### config.mk
export PLATFORM = sky130hd
export DESIGN_NAME = cam_host_reg_arbiter
export DESIGN_NICKNAME = d
export VERILOG_FILES = /design/src/rtl/camerica_pkg.sv /design/src/rtl/cam_rr_arb2.sv /design/src/rtl/cam_host_reg_arbiter.sv
export SDC_FILE = /design/constraint.sdc
export NUM_CORES = 1
export LEC_CHECK = 0
export CAP_MARGIN = 20
export CORE_ASPECT_RATIO = 0.9
export CORE_MARGIN = 2
export CORE_UTILIZATION = 27
export CTS_CLUSTER_DIAMETER = 120
export DETAILED_ROUTE_END_ITERATION = 12
export MAX_ROUTING_LAYER = met4
export PLACE_DENSITY_LB_ADDON = 0.12
export REMOVE_ABC_BUFFERS = 1
export SETUP_SLACK_MARGIN = 0.1
export SYNTH_ARGS = -nofsm -noshare
export SYNTH_HDL_FRONTEND = slang
export SYNTH_SLANG_ARGS = --single-unit
### constraint.sdc
create_clock -name clk -period 2.1 [get_ports clk]
set_input_delay 0.42 -clock clk [delete_from_list [all_inputs] [get_ports clk]]
set_output_delay 0.42 -clock clk [all_outputs]
set_load 0.01 [all_outputs]
### src/rtl/camerica_pkg.sv
// rtl/camerica_pkg.sv - camera host register map, bit positions and arbiter types
package camerica_pkg;

    localparam int REG_CTRL     = 0;
    localparam int REG_STATUS   = 1;
    localparam int REG_IRQ_PEND = 2;
    localparam int REG_IRQ_MASK = 3;

    localparam int N_CTRL        = 3;
    localparam int CTRL_CAPTURE  = 0;
    localparam int CTRL_HISTO    = 1;
    localparam int CTRL_TEST_PAT = 2;

    localparam int N_IRQ         = 3;
    localparam int IRQ_FRAME     = 0;
    localparam int IRQ_HISTO     = 1;
    localparam int IRQ_OVERFLOW  = 2;

    typedef enum logic {ARB_IDLE, ARB_GRANT} arb_state_t;
    typedef enum logic {HOST_NIOS, HOST_HPS} host_t;

endpackage

### src/rtl/cam_rr_arb2.sv
// rtl/cam_rr_arb2.sv - two-way round-robin arbiter; a tie goes to the host not granted last
module cam_rr_arb2
    import camerica_pkg::*;
(
    input  logic       i_clk,
    input  logic       i_rst,
    input  logic [1:0] i_req,
    input  logic       i_take,
    output host_t      o_grant,
    output logic       o_valid
);

    host_t r_last;

    always_ff @(posedge i_clk) begin
        if (i_rst) begin
            r_last <= HOST_HPS;
        end else if (i_take && o_valid) begin
            r_last <= o_grant;
        end
    end

    always_comb begin
        o_valid = |i_req;
        case (i_req)
            2'b01:   o_grant = HOST_NIOS;
            2'b10:   o_grant = HOST_HPS;
            2'b11:   o_grant = (r_last == HOST_HPS) ? HOST_NIOS : HOST_HPS;
            default: o_grant = HOST_NIOS;
        endcase
    end

endmodule

### src/rtl/cam_host_reg_arbiter.sv
// rtl/cam_host_reg_arbiter.sv - shares the camera control/status registers between NIOS and HPS buses
module cam_host_reg_arbiter
    import camerica_pkg::*;
#(
    parameter int DATA_W = 32,
    parameter int ADDR_W = 2,
    parameter int FCNT_W = 16
) (
    input  logic              clk,
    input  logic              rst,
    input  logic              nr_bus_enable,
    input  logic              nr_rw,
    input  logic [ADDR_W-1:0] nr_address,
    input  logic [DATA_W-1:0] nr_write_data,
    output logic              nr_acknowledge,
    output logic [DATA_W-1:0] nr_read_data,
    output logic              nr_irq,
    input  logic              hr_bus_enable,
    input  logic              hr_rw,
    input  logic [ADDR_W-1:0] hr_address,
    input  logic [DATA_W-1:0] hr_write_data,
    output logic              hr_acknowledge,
    output logic [DATA_W-1:0] hr_read_data,
    output logic              hr_irq,
    input  logic              evt_frame_done,
    input  logic              evt_histo_ready,
    input  logic              evt_overflow,
    input  logic              stat_locked,
    input  logic              stat_busy,
    output logic              ctrl_capture_en,
    output logic              ctrl_histo_en,
    output logic              ctrl_test_pattern
);

    arb_state_t        r_state;
    arb_state_t        w_next_state;
    host_t             r_host;
    logic              r_rw;
    logic [ADDR_W-1:0] r_addr;
    logic [DATA_W-1:0] r_wdata;

    logic [N_CTRL-1:0] r_ctrl;
    logic [N_IRQ-1:0]  r_pend;
    logic [N_IRQ-1:0]  r_mask_nios;
    logic [N_IRQ-1:0]  r_mask_hps;
    logic [FCNT_W-1:0] r_frame_cnt;

    logic              r_nr_ack;
    logic              r_hr_ack;
    logic [DATA_W-1:0] r_nr_rdata;
    logic [DATA_W-1:0] r_hr_rdata;
    logic              r_nr_irq;
    logic              r_hr_irq;

    logic [1:0]        w_req;
    host_t             w_grant;
    logic              w_grant_valid;
    logic              w_take;
    logic              w_access;
    logic              w_write;
    logic [DATA_W-1:0] w_rdata;
    logic [N_IRQ-1:0]  w_set;
    logic [N_IRQ-1:0]  w_clr;

    assign w_req = {hr_bus_enable, nr_bus_enable};

    cam_rr_arb2 u_arb (
        .i_clk   (clk),
        .i_rst   (rst),
        .i_req   (w_req),
        .i_take  (w_take),
        .o_grant (w_grant),
        .o_valid (w_grant_valid)
    );

    always_ff @(posedge clk) begin
        if (rst) begin
            r_state <= ARB_IDLE;
        end else begin
            r_state <= w_next_state;
        end
    end

    always_comb begin
        w_next_state = r_state;
        case (r_state)
            ARB_IDLE:  if (w_grant_valid) w_next_state = ARB_GRANT;
            ARB_GRANT: w_next_state = ARB_IDLE;
            default:   w_next_state = ARB_IDLE;
        endcase
    end

    always_comb begin
        w_take   = (r_state == ARB_IDLE) && w_grant_valid;
        w_access = (r_state == ARB_GRANT);
        w_write  = w_access && !r_rw;
    end

    always_ff @(posedge clk) begin
        if (rst) begin
            r_host  <= HOST_HPS;
            r_rw    <= 1'b0;
            r_addr  <= '0;
            r_wdata <= '0;
        end else if (w_take) begin
            r_host  <= w_grant;
            r_rw    <= (w_grant == HOST_NIOS) ? nr_rw : hr_rw;
            r_addr  <= (w_grant == HOST_NIOS) ? nr_address : hr_address;
            r_wdata <= (w_grant == HOST_NIOS) ? nr_write_data : hr_write_data;
        end
    end

    always_comb begin
        w_rdata = '0;
        case (r_addr)
            ADDR_W'(REG_CTRL):     w_rdata[N_CTRL-1:0] = r_ctrl;
            ADDR_W'(REG_STATUS): begin
                w_rdata[FCNT_W-1:0] = r_frame_cnt;
                w_rdata[FCNT_W]     = stat_locked;
                w_rdata[FCNT_W+1]   = stat_busy;
            end
            ADDR_W'(REG_IRQ_PEND): w_rdata[N_IRQ-1:0] = r_pend;
            ADDR_W'(REG_IRQ_MASK): w_rdata[N_IRQ-1:0] = (r_host == HOST_NIOS) ? r_mask_nios : r_mask_hps;
            default:               w_rdata = '0;
        endcase
    end

    // A datapath event always beats a same-cycle W1C of the same bit.
    always_comb begin
        w_set = '0;
        w_set[IRQ_FRAME]    = evt_frame_done;
        w_set[IRQ_HISTO]    = evt_histo_ready;
        w_set[IRQ_OVERFLOW] = evt_overflow;
        w_clr = (w_write && r_addr == ADDR_W'(REG_IRQ_PEND)) ? r_wdata[N_IRQ-1:0] : '0;
    end

    always_ff @(posedge clk) begin
        if (rst) begin
            r_ctrl      <= '0;
            r_pend      <= '0;
            r_mask_nios <= '0;
            r_mask_hps  <= '0;
            r_frame_cnt <= '0;
        end else begin
            r_pend <= (r_pend & ~w_clr) | w_set;
            if (evt_frame_done) r_frame_cnt <= r_frame_cnt + FCNT_W'(1);
            if (w_write && r_addr == ADDR_W'(REG_CTRL)) r_ctrl <= r_wdata[N_CTRL-1:0];
            if (w_write && r_addr == ADDR_W'(REG_IRQ_MASK)) begin
                if (r_host == HOST_NIOS) r_mask_nios <= r_wdata[N_IRQ-1:0];
                else                     r_mask_hps  <= r_wdata[N_IRQ-1:0];
            end
        end
    end

    always_ff @(posedge clk) begin
        if (rst) begin
            r_nr_ack   <= 1'b0;
            r_hr_ack   <= 1'b0;
            r_nr_rdata <= '0;
            r_hr_rdata <= '0;
            r_nr_irq   <= 1'b0;
            r_hr_irq   <= 1'b0;
        end else begin
            r_nr_ack   <= w_access && (r_host == HOST_NIOS);
            r_hr_ack   <= w_access && (r_host == HOST_HPS);
            r_nr_rdata <= (w_access && r_rw && r_host == HOST_NIOS) ? w_rdata : '0;
            r_hr_rdata <= (w_access && r_rw && r_host == HOST_HPS)  ? w_rdata : '0;
            r_nr_irq   <= |(r_pend & r_mask_nios);
            r_hr_irq   <= |(r_pend & r_mask_hps);
        end
    end

    assign nr_acknowledge    = r_nr_ack;
    assign hr_acknowledge    = r_hr_ack;
    assign nr_read_data      = r_nr_rdata;
    assign hr_read_data      = r_hr_rdata;
    assign nr_irq            = r_nr_irq;
    assign hr_irq            = r_hr_irq;
    assign ctrl_capture_en   = r_ctrl[CTRL_CAPTURE];
    assign ctrl_histo_en     = r_ctrl[CTRL_HISTO];
    assign ctrl_test_pattern = r_ctrl[CTRL_TEST_PAT];

endmodule

[Yosys cells after proc, flatten, opt, wreduce, memory -nomap -nowiden]
Index checks and enable logic that the tools add are counted.
Cells by class
  reductions and logical operators: 20
  mux-type cells: 11
  eq/ne operators: 5
  add/subtract/negate cells: 1
  bitwise operators: 9
Operators by type and width (count)
  $add 16x1->16 const B: 1
  $mux 15: 1
  $pmux 3 s4: 1
  $logic_and 1x1->1: 11
  $and 3x3->3: 3
  $mux 3: 3
  $eq 2x2->1 const B: 4
  $reduce_or 2->1: 3
  $reduce_or 3->1: 2
  $not 1->1: 4
  $pmux 1 s2: 2
  $reduce_and 2->1: 2
  $mux 1: 3
  $not 3->3: 1
  $or 3x3->3: 1
  $eq 2x1->1 const B: 1
  $logic_not 2->1: 1
  $mux 2: 1
  $logic_not 1->1: 1
Storage, ports and cells
  bits of input ports: 79
  word-level logic and storage cells: 65
  register bits after elaboration: 105

[Depth between registers and ports, before layout]
Gate-level depths: netlist of run 1.
  word-level depth: 7
  depth in mapped cells: 6
  gate-level depth less buffers: 5

[Cells and area by module]
A second synthesis of run 1 with hierarchy kept.
Second synthesis, totals
  cells, all modules: 307
  area, all modules: 3060.4 um^2
By module, submodules not included
  cam_host_reg_arbiter: instances 1, cells an instance 301, sequential area each 1521.5 um^2, area an instance 3004.1 um^2
  cam_rr_arb2: instances 1, cells an instance 6, sequential area each 20.0 um^2, area an instance 56.3 um^2

[Worst setup path before layout of run 1]
OpenSTA, ideal clock, no wires.
  kind: reg2reg
  start point: register r_frame_cnt[0]
  end point: register r_frame_cnt[12]
  setup time: 128 ps
  arrival: 1379 ps
  path buffers: 0
  stages on the path, launching flop included: 6
  setup slack: 593 ps
  cells stage by stage: dfxtp_1 -> ha_1 -> inv_1 -> or4_4 -> xnor2_1 -> nor2_1
On the way
  cells in the longest elaborated chain, start to end: 1
Ends and longest elaborated chain
  start: declaration: line cam_host_reg_arbiter.sv:46  | logic [FCNT_W-1:0] r_frame_cnt;
  start signal: assignment: line cam_host_reg_arbiter.sv:146  | if (evt_frame_done) r_frame_cnt <= r_frame_cnt + FCNT_W'(1);
  $add 16x1->16: line cam_host_reg_arbiter.sv:146
No other way between the ends.
A chain may end at the register's enable or synchronous reset.

[Worst setup path after layout of run 1]
  start point: register r_host
  end point: register r_hr_rdata[2], in the netlist hr_read_data[2]
On the way
  cells in the longest elaborated chain, start to end: 3
  elaborated cells on any way between the ends: 5
  those cells by class: 2 x mux; 1 x bitwise; 2 x reduce/logical
Ends and longest elaborated chain
  start: declaration: line cam_host_reg_arbiter.sv:37  | host_t r_host;
  start signal: assignment: line cam_host_reg_arbiter.sv:106  | r_host <= w_grant;
  branches (longest 3 deep; another with $pmux 3 s4)
  end signal: assignment: line cam_host_reg_arbiter.sv:167  | r_hr_rdata <= (w_access && r_rw && r_host == HOST_HPS) ? w_rdata : '0;
  end: declaration: line cam_host_reg_arbiter.sv:51  | logic [DATA_W-1:0] r_hr_rdata;
Parallel ways; which one is timed is not known.

==> flow_summary.toml, run 1 <==
[worst_setup_path]
required_ns = 2.32
critPathLaunchType = "flop"
criticalPathCategory = "reg -> reg"
path_buf_inv = 0
critPathSlowestCell = "dfxtp_1"
path_max_fanout = 11
path_cells = "mux2_4 > mux4_2 > nor2b_1"
cp-end-kind = "flop"
cp_top_family = "multiplexers"
slowest_delay_ns = 0.64
cp.arrival_ns = 1.96

[sta]
fmax_mhz = 574
finalSetupViolations = 0
worst_slew_pin_slew_ns = 0.583
hold_viol = 0
report.final.slew_viol_count = 0
fin_crit_ns = 1.74
maxSlewHeadroom_pct = 60.8
fin_skew_ns = 0.00452
rsz0062_at_grt = "false"
period_share_pct = 83.0
setup_tns_ns = 0

[cts]
cts_buffers = 9
clockBufferDepth = 2
h-tree-depth = 3
clk_latency_ns = 0.32
clk_pin_slew_ns = 0.06
cts_tree = "yes"
ctsHoldBuffers = 0
cts-root-buf = "clkbuf_16"
cts_setup_buffers = 0
cts_sinks = 76
cts_resized = 0

[synth]
synth_ff_type = "dfxtp_1"
synth.area.top_cells = "dfxtp_1 (50%), buf_4 (7.0%), nor2_1 (5.1%)"
synth_cell_type_count = 46
syn_area_per_cell_um2 = 10.0
yosysMostFrequentCell = "dfxtp_1"
syn_area_um2 = 3010
ys_warn_count = 0
ys_seq_area_share_pct = 50.5
synth.top_cell.area_share_pct = 50.5
synth_top_area_cell = "dfxtp_1"
netlist_top_cells_count = "dfxtp_1 (76), nor2_1 (41), buf_4 (28)"
synth_edf_count = 0
netlist_instances = 301
async_flop_share_pct = 0
ys_ff_latch = 76

[grt]
grt_max_degree = 42
antenna_found_initial = 0
grt_usage_pct = 11.1
grt.overflow.total = 0
grt_first_pass_wirelength_um = 10100
grt_pass1_vias = 1961

[die]
die_area_um2 = 12000
boundaryPins = 150
start_util_pct = 27.8
coreArea_um2 = 10900
die_h_um = 104
die_w_um = 115
placementRows = 36

[place]
portBuffers = 63
place.gp.congestion = 0.778
dp_hpwl_um = 4540
dpl_cell_area_um2 = 3730

[finish]
post-route-util_pct = 37.4
final_net_count = 451
area_growth_pct = 34.5
fin_area_um2 = 4060
fill_cells = 1086
antenna_cells = 0
drive_above_1_share_pct = 12.5

[route]
topRoutingLayerUsed = "met4"
routed_wl_um = 6420
met1_length_um = 3310
wl_met3_um = 300
final_antenna_net_count = 0
num_vias = 2170
via_per_inst = 4.11
firstDrtPassIters = 4
drcViolationCount = 0
drt_iter0_drc = 105
wl_per_cell_um = 12.2
dr_wl_met2_um = 2690

[status]
status = "finished clean"

[worst_hold_path]
min_path_type = "reg -> reg"

[pwr]
ir_drop_v = 0.000378
power.density_nw_per_um2 = 826
p_leak_nw = 1.55

[flow_run]
maxCapViolations = 0
[state kept, by name (all words and copies together), names as in the netlist]
register / cells
r_rw: 1
r_frame_cnt: 16
nr_read_data: 18
nr_acknowledge: 1
hr_read_data: 18
hr_irq: 1
hr_acknowledge: 1
r_mask_hps: 3
nr_irq: 1
r_addr: 2
r_host: 1
r_pend: 3
r_ctrl: 3
r_mask_nios: 3
r_wdata: 3
r_state: 1
[cell usage in the layout (no fill, tap or decap), drive strengths merged, types with 6 or more instances in the layout]
| master | n |
|---|---|
| a211oi | 6 |
| a21oi | 10 |
| and2 | 23 |
| buf | 9 |
| clkbuf | 11 |
| clkdlybuf4s50 | 63 |
| conb | 28 |
| dfxtp | 76 |
| mux2i | 13 |
| nand2 | 15 |
| nand4 | 6 |
| nor2 | 41 |
| nor2b | 9 |
| nor3 | 8 |
| xor2 | 6 |
[cell type report]
type	instances	area, um^2	share of cell area (%)
multi-input cells	207	1310	32.3
well taps	152	190	4.69
repair buffers	72	698	17.2
inverters	5	18.8	0.463
clock inverters	5	75.1	1.85
clock buffers	11	243	5.99
flip-flops and latches	76	1520	37.5
[metrics by stage]
step / hold WS (ns) / std cells / total power [mW] / worst slack (ns)
after floorplan: 0.459 / 288 / 1.65 / 0.547
after global placement: 0.488 / 512 / 1.75 / -0.0166
after detailed placement: 0.490 / 512 / 1.75 / -0.0384
after CTS: 0.502 / 528 / 3.39 / 0.187
after global routing: 0.519 / 528 / 3.47 / 0.251
final: 0.506 / 528 / 3.35 / 0.358
[report_power, final]
part	internal, mW	switching (mW)
Combinational	0.103	0.0985
Sequential	1.47	0.0500
Clock	1.07	0.561
[path summary, 6_finish.rpt]
path                                      start                to  slack (ns)  cells past startpoint
worst min register to register  r_frame_cnt[15]  hr_read_data[15]        0.51                      1
worst max-delay path                     r_host   hr_read_data[2]        0.36                      3
worst max register to register           r_host   hr_read_data[2]        0.36                      3
worst min-delay path            r_frame_cnt[15]  hr_read_data[15]        0.51                      1
[cell families (layout without fill, tap and decap cells)]
kind of cell	Yosys count	in the layout	synth area share (%)
AOI/OAI and AO/OA	26	26	5.77
buffers and inverters	45	93	9.55
xor gates and xnor gates	10	10	2.91
and+or+nand+nor	121	121	22.0
DFF	76	76	50.5
muxes	21	21	8.80
other	1	28	0.124
adders and majority gates	1	1	0.415
[metal layers]
metal | track usage [%] | up-vias
li1 | - | 1098
met1 | 15.4 | 1002
met2 | 15.5 | 60
met3 | 2.27 | 10
met4 | 4.91 | 0
met5 | - | -
Power figures use the tool's default switching activity.
==> run 2: changes to the inputs <==
==> constraint.sdc (replaced) <==
create_clock -name clk -period 1.57 [get_ports clk]
set_input_delay 0.314 -clock clk [delete_from_list [all_inputs] [get_ports clk]]
set_output_delay 0.314 -clock clk [all_outputs]
set_load 0.01 [all_outputs]
==> flow_summary.toml, run 2 (synthesis gave the netlist of run 1 again) <==
[place]
portBuffers = 63
dp.cells = 535
pre_cts_slack_ns = -0.407
place.gp.congestion = 0.771
dp_hpwl_um = 4780

[worst_setup_path]
path_max_fanout = 6
required_ns = 1.79
worstRegToRegCells = 3
critPathLaunchType = "flop"
cp.arrival_ns = 1.69
cp-end-kind = "flop"
criticalPathCategory = "reg -> reg"

[worst_hold_path]
min_path_type = "reg -> reg"
hold_depth = 1

[status]
status = "finished clean"

[route]
final_antenna_net_count = 0
drt_iter0_drc = 73
wl_per_cell_um = 11.9
num_vias = 2257
drcViolationCount = 0
routed_wl_um = 6570
via_per_inst = 4.09
firstDrtPassIters = 6

[flow_run]
maxCapViolations = 0

[cts]
cts_tree = "yes"
cts-root-buf = "clkbuf_16"
h-tree-depth = 3
cts_sinks = 76
ctsHoldBuffers = 0
clk_pin_slew_ns = 0.06
cts_buffers = 9
clk_latency_ns = 0.33
clockBufferDepth = 2

[die]
die_area_um2 = 12000
start_util_pct = 27.8
placementRows = 36
die_h_um = 104
coreArea_um2 = 10900
boundaryPins = 150
die_w_um = 115

[grt]
grt_pass1_vias = 2134
grt.overflow.total = 0
grt_usage_pct = 11.7
grt_first_pass_wirelength_um = 10600
grt_max_degree = 42
antenna_found_initial = 0

[sta]
period_share_pct = 93.8
fin_skew_ns = 0.00583
report.final.slew_viol_count = 0
rsz0062_at_grt = "true"
holdWs_ns = 0.498
finalSetupViolations = 0
fmax_mhz = 679
worst_slack_ns = 0.0966
fin_crit_ns = 1.47
hold_viol = 0

[pwr]
ir_drop_v = 0.000585
power_mw = 4.34
power.density_nw_per_um2 = 1030
p_leak_nw = 1.86

[finish]
final_net_count = 476
antenna_cells = 0
mostFrequentLayoutCell = "dfxtp_1"
drive_above_1_share_pct = 20.8
fill_cells = 1104
final_cell_mix = "dfxtp_1 (72), dlygate4sd2_1 (44), nor2_1 (39), buf_4 (33), conb_1 (28)"
area_growth_pct = 40.3
final_cells = 552
## run 2: what timing repair did
item | in CTS | in global routing
pin swaps | 4 | 0
gates cloned | 0 | 0
setup endpoints to repair | 64 | 42
hold endpoints to repair | 0 | 0
buffers inserted | 2 | 0
resized for setup | 49 | 12
## run 2: worst paths after layout
check,end,from,slack [ns]
worst max register to register,hr_read_data[1],r_host,0.1
worst max-delay path,hr_read_data[1],r_host,0.1
worst min register to register,hr_read_data[15],r_frame_cnt[15],0.50
worst min-delay path,hr_read_data[15],r_frame_cnt[15],0.50
## run 2: cell type report
class / instances / area (um^2) / share of cell area [%]
clock buffers: 9 / 225 / 5.33
clock inverters: 6 / 66.3 / 1.57
inverters: 5 / 18.8 / 0.444
multi-input cells: 207 / 1370 / 32.3
flip-flops and latches: 76 / 1530 / 36.2
well taps: 152 / 190 / 4.50
repair buffers: 97 / 835 / 19.7
## run 2: critical path, stage by stage, from the launching register on
cell	delay [ns]
dfxtp_4	0.39
mux2_4	0.30
mux4_2	0.52
nor2b_1	0.15
## run 2: power breakdown
part	internal (mW)	switching (mW)
Sequential	1.97	0.0589
Combinational	0.168	0.153
Clock	1.22	0.772
## run 2: per-layer routing
| layer | track usage [%] | routed length (um) | vias up |
|---|---|---|---|
| met5 | - | 0 | - |
| met3 | 4.08 | 446 | 6 |
| met4 | 4.39 | 85 | 0 |
| li1 | - | - | 1148 |
| met1 | 14.8 | 3120 | 1032 |
| met2 | 17.0 | 2910 | 71 |
## run 2: through the flow
step                      cell area, um^2  TNS [ns]  utilization, %
after floorplan                      2850         0               -
after global placement               3910     -7.12            36.0
after detailed placement             3910     -7.35            36.0
after CTS                            4170         0            38.5
after global routing                 4230         0            39.0
final                                4230         0            39.0
